**config.mk**
```make
export PLATFORM = sky130hd
export DESIGN_NAME = unified_mem_arbiter
export DESIGN_NICKNAME = d
export VERILOG_FILES = /design/src/rtl/unified_mem_arbiter.sv
export SDC_FILE = /design/constraint.sdc
export NUM_CORES = 1
export LEC_CHECK = 0
export BUFFER_PORTS_ARGS = -buffer_cell sky130_fd_sc_hd__buf_2
export CAP_MARGIN = 25
export CORE_MARGIN = 3
export CORE_UTILIZATION = 24
export CTS_BUF_LIST = sky130_fd_sc_hd__clkbuf_16
export DETAILED_ROUTE_END_ITERATION = 10
export GPL_ROUTABILITY_DRIVEN = 0
export PLACE_DENSITY = 0.5
export SYNTH_ARGS = -nofsm -noshare
export SYNTH_HDL_FRONTEND = slang
export SYNTH_SLANG_ARGS = --single-unit
export TNS_END_PERCENT = 20
```
**constraint.sdc**
```tcl
create_clock -name clk -period 1.9 [get_ports clk]
set_input_delay 0 -clock clk [delete_from_list [all_inputs] [get_ports clk]]
set_output_delay 0 -clock clk [all_outputs]
set_load 0.02 [all_outputs]
```
**src/rtl/unified_mem_arbiter.sv**
```systemverilog
// unified_mem_arbiter
//   Shares one single-port unified RAM between the instruction-fetch port and
//   the data (load/store) port. Each access runs IDLE -> ISSUE -> (WAIT) -> RESP.
//   Data normally wins ties. Fetch is forced through after STARVE_LIMIT
//   consecutive data grants made while fetch was waiting.
//
// Ports
//   clk, rst                  clock and synchronous active-low reset
//   if_req/if_addr            fetch request and address, held until if_ack
//   if_rdata/if_ack           registered fetch data and one-cycle completion pulse
//   flush                     cancels delivery of an in-flight fetch
//   d_req/d_we/d_addr/d_wdata data request, held until d_ack
//   d_rdata/d_ack             registered load data and one-cycle completion pulse
//   ram_en/ram_we/ram_addr/ram_wdata  registered RAM command, active only in ISSUE
//   ram_rdata                 RAM read data, valid RAM_LATENCY cycles after issue
//   stall_req                 combinational stall toward the pipeline control
module unified_mem_arbiter #(
  parameter int ADDR_W       = 32,
  parameter int DATA_W       = 32,
  parameter int RAM_LATENCY  = 1,
  parameter int STARVE_LIMIT = 4
) (
  input  logic              clk,
  input  logic              rst,
  input  logic              if_req,
  input  logic [ADDR_W-1:0] if_addr,
  output logic [DATA_W-1:0] if_rdata,
  output logic              if_ack,
  input  logic              flush,
  input  logic              d_req,
  input  logic              d_we,
  input  logic [ADDR_W-1:0] d_addr,
  input  logic [DATA_W-1:0] d_wdata,
  output logic [DATA_W-1:0] d_rdata,
  output logic              d_ack,
  output logic              ram_en,
  output logic              ram_we,
  output logic [ADDR_W-1:0] ram_addr,
  output logic [DATA_W-1:0] ram_wdata,
  input  logic [DATA_W-1:0] ram_rdata,
  output logic              stall_req
);

  typedef enum logic [1:0] {
    S_IDLE  = 2'd0,
    S_ISSUE = 2'd1,
    S_WAIT  = 2'd2,
    S_RESP  = 2'd3
  } state_t;

  localparam logic [2:0] LAT = 3'(RAM_LATENCY);
  localparam logic [3:0] LIM = 4'(STARVE_LIMIT);

  state_t     r_state;
  logic       r_grant_d;  // 1 = data port owns the current transaction
  logic       r_we;
  logic [2:0] r_cnt;
  logic [3:0] r_starve;
  logic       r_cancel;
  logic       w_fetch_wins;

  // Fetch takes priority only when data is absent or fetch has been starved.
  assign w_fetch_wins = if_req && (!d_req || (r_starve == LIM));

  // Stall while either port has an outstanding request not being acked this cycle.
  assign stall_req = (if_req & ~if_ack) | (d_req & ~d_ack);

  // Transaction sequencer: arbitration, RAM command, response capture and acks.
  always_ff @(posedge clk) begin
    if (!rst) begin
      r_state   <= S_IDLE;
      r_grant_d <= 1'b0;
      r_we      <= 1'b0;
      r_cnt     <= 3'd0;
      r_starve  <= 4'd0;
      r_cancel  <= 1'b0;
      if_ack    <= 1'b0;
      d_ack     <= 1'b0;
      if_rdata  <= '0;
      d_rdata   <= '0;
      ram_en    <= 1'b0;
      ram_we    <= 1'b0;
      ram_addr  <= '0;
      ram_wdata <= '0;
    end else begin
      // Acks and the RAM strobe are single-cycle unless re-asserted below.
      if_ack <= 1'b0;
      d_ack  <= 1'b0;
      ram_en <= 1'b0;
      ram_we <= 1'b0;
      case (r_state)
        S_IDLE: begin
          r_cancel <= 1'b0;
          if (w_fetch_wins) begin
            r_grant_d <= 1'b0;
            r_we      <= 1'b0;
            ram_en    <= 1'b1;
            ram_addr  <= if_addr;
            ram_wdata <= '0;
            r_starve  <= 4'd0;
            r_state   <= S_ISSUE;
          end else if (d_req) begin
            r_grant_d <= 1'b1;
            r_we      <= d_we;
            ram_en    <= 1'b1;
            ram_we    <= d_we;
            ram_addr  <= d_addr;
            ram_wdata <= d_wdata;
            // Count data grants that leave fetch waiting; saturate at the limit.
            if (if_req) begin
              if (r_starve != LIM) begin
                r_starve <= r_starve + 4'd1;
              end else begin
                r_starve <= r_starve;
              end
            end else begin
              r_starve <= 4'd0;
            end
            r_state <= S_ISSUE;
          end else begin
            r_starve <= 4'd0;
            r_state  <= S_IDLE;
          end
        end
        S_ISSUE: begin
          if (!r_grant_d && flush) begin
            r_cancel <= 1'b1;
          end
          r_cnt <= LAT;
          // Writes complete without waiting for the RAM; only data can write.
          if (r_we) begin
            d_ack   <= 1'b1;
            r_state <= S_RESP;
          end else begin
            r_state <= S_WAIT;
          end
        end
        S_WAIT: begin
          if (!r_grant_d && flush) begin
            r_cancel <= 1'b1;
          end
          if (r_cnt == 3'd1) begin
            r_state <= S_RESP;
            if (r_grant_d) begin
              d_rdata <= ram_rdata;
              d_ack   <= 1'b1;
            end else if (!(r_cancel || flush)) begin
              // A flush in this very cycle must also suppress delivery.
              if_rdata <= ram_rdata;
              if_ack   <= 1'b1;
            end else begin
              if_rdata <= if_rdata;
            end
          end else begin
            r_cnt <= r_cnt - 3'd1;
          end
        end
        S_RESP: begin
          if (!r_grant_d && flush) begin
            r_cancel <= 1'b1;
          end
          r_state <= S_IDLE;
        end
        default: begin
          r_state <= S_IDLE;
        end
      endcase
    end
  end

endmodule

```
==> results.toml <==
[cts]
ctsResizeCount = 0
ctsHoldBuffers = 127
clkLatencyLatePin_ns = 0.42
postCtsSetupBuffers = 0
clock-root-buffer = "clkbuf_16"
clk_pin_slew_ns = 0.06
cts_max_level = 4
cts_tree = "done"
max-clock-path-buffers = 2
cts_buffers = 17
clkSinkCount = 144

[sta]
setup_viol = 0
finalWorstSetupSlack_ns = 0.218
period_needed_ns = 1.68
worstMarginPinSlew_ns = 0.442
hold_viol = 0
rsz0062_at_grt = "false"
post-route-period-util = 0.885
final-max-slew-violation-count = 0
relSlewSlack = 0.705
setup_tns_ns = 0
finClkSkew_ns = 0.0162
fmax_mhz = 594

[power_and_ir_drop]
power_switching_w = 0.00360
ir_drop_v = 0.000623
comb_power_share = 0.337
swShare = 0.347
p_int_w = 0.00676
p_leak_nw = 4.27
power.density_nw_per_um2 = 1080
p_clk_frac = 0.310
total_power_w = 0.0104
seq_power_share = 0.353

[layout]
drive_gt1_frac = 0.295
fill_cells = 2560
nets = 1220
synthToLayoutAreaGrowth_pct = 57.3

[logic_synthesis]
synth_area_um2 = 6100
postSynthAreaPerCell_um2 = 8.53
post-synth-top-area-cell = "dfxtp_1"
syn_inst = 715
async_reset_ff_frac = 0
yosys_warnings = 0
netlist-cell-type-count = 38
yosysSeqAreaShare = 0.473
ys.flop_type = "dfxtp_1"
ys_seq_elements = 144
netlist.area_leader.share = 0.473
ys_top_cells_by_area = "dfxtp_1 47%, a21oi_1 8.5%, nand2_1 6.4%"
synth_nets = 857
synth_edf_count = 0

[floorplanning]
dieHeight_um = 165
initial_core_util = 0.247
ioPinCount = 267
dieArea_um2 = 27400
core-area_um2 = 24700
fp.dieW_um = 165
row_count = 57

[detailed_routing]
firstDrtPassIters = 5
detail_route.wl_per_cell_um = 14.7
drc = 0
dr.first_iter.drc_count = 354
drtAntennaViolNets = 0
finalWirelength_um = 20800
vias = 6450
avgViaCountPerCell = 4.56

[grt]
grt_pass1_vias = 6376
antenna_found_initial = 2
grt_use_total = 0.147
grt_pass1_wl_um = 32600
grt_max_degree = 78
grt_overflow = 0

[worst_hold_path]
hp-class = "primary input to register"
min_path_cells = 3

[critical_path]
start_kind = "register"
cp.arrival_ns = 2.03
reg2reg_depth = 7
critPathKind = "register to register"
cp_data_required_time_ns = 2.25
crit_fanout = 77
endpoint_kind = "register"

[outcome]
outcome = "finished, final reports clean"

[placed_design]
dp_slack_ns = 0.207
hpwl_um = 13200
numPortBuffers = 266

[run]
drv_cap = 0
[kinds of logic (layout without fill, tap and decap cells)]
family | after synthesis | after routing | synth area share
other | 0 | 1 | 0
adder cells (fa/ha/maj) | 8 | 8 | 0.0164
flip-flops | 144 | 144 | 0.473
AND/OR/NAND/NOR | 266 | 266 | 0.225
AO/OA/AOI/OAI | 213 | 213 | 0.221
buffers and inverters | 84 | 458 | 0.0646
[worst max-delay path, cell delays in order, from the launching register on]
cell      delay [ns]
dfxtp_1         0.37
inv_1           0.07
ha_1            0.24
nand4b_4        0.12
buf_12          0.26
buf_4           0.27
nand4_1         0.11
a21oi_1         0.14
[sequential cells by signal, summed over array words and instances, names as in the netlist]
register / count
r_cancel: 1
r_state: 2
if_ack: 1
r_cnt: 3
if_rdata: 32
ram_we: 1
d_ack: 1
d_rdata: 32
r_we: 1
ram_en: 1
ram_wdata: 32
ram_addr: 32
r_starve: 4
r_grant_d: 1
[cells in the mapped netlist, drive strengths merged (3+ instances only)]
| cell | instances |
|---|---|
| nor2b | 3 |
| nand4 | 34 |
| a21oi | 104 |
| dfxtp | 144 |
| nor3 | 6 |
| clkbuf | 34 |
| and3 | 33 |
| nand4b | 4 |
| inv | 12 |
| o311a | 32 |
| nand2 | 104 |
| nand2b | 35 |
| nand3 | 36 |
| a21boi | 33 |
| buf | 38 |
| nor2 | 5 |
| o21ai | 34 |
| ha | 8 |
[cell type report]
class                           count  area [µm²]  area share
Antenna cell                        1        2.50    0.000261
Clock buffer                       17         425      0.0443
Clock inverter                     13         125      0.0130
Inverter                           12        46.3     0.00483
Multi-Input combinational cell    487        2830       0.295
Sequential cell                   144        2880       0.301
Tap cell                          324         405      0.0423
Timing Repair Buffer              416        2880       0.300
[path summary, 6_finish.rpt]
kind | slack (ns) | end | start
max reg2reg | 0.22 | ram_wdata[4] | r_starve[0]
min | 0.03 | ram_addr[13] | if_addr[13]
max | 0.22 | ram_wdata[4] | r_starve[0]
min reg2reg | 0.45 | ram_wdata[14] | ram_wdata[14]
[stage by stage]
| step | instance area, µm² | hold slack (ns) | utilization | std cells |
|---|---|---|---|---|
| finish | 9590 | 0.0285 | 0.389 | 1414 |
| floorplan | 6100 | 0.136 | - | 715 |
| detailed placement | 7770 | 0.260 | 0.315 | 1256 |
| global route | 9590 | 0.0330 | 0.389 | 1414 |
| global placement | 7770 | 0.256 | 0.315 | 1256 |
| CTS | 9590 | 0.00570 | 0.389 | 1413 |
[per-layer routing]
layer / track usage / up-vias / wire (µm)
li1: - / 3265 / -
met2: 0.245 / 206 / 9690
met1: 0.185 / 2960 / 9250
met4: 0.0310 / 2 / 214
met5: 0 / - / 13
met3: 0.0521 / 17 / 1590
[power groups by stage]
stage	clock network, W	logic, W	registers, W
2_1_floorplan	0	0.00176	0.00417
3_3_place_gp	0	0.00332	0.00371
3_5_place_dp	0	0.00331	0.00372
4_1_cts	0.00334	0.00352	0.00366
5_1_grt	0.00345	0.00387	0.00371
6_report	0.00321	0.00350	0.00365
[cell usage in the layout (no fill, tap or decap), types with 20 or more instances in the layout]
cell type,n
buf_2,266
dfxtp_1,144
dlygate4sd3_1,127
nand2_1,104
a21oi_1,104
nand3_1,36
nand2b_1,34
nand4_1,34
and3_1,33
o311a_1,32
o21ai_0,20
No activity file was read; power rests on OpenSTA's default activity.
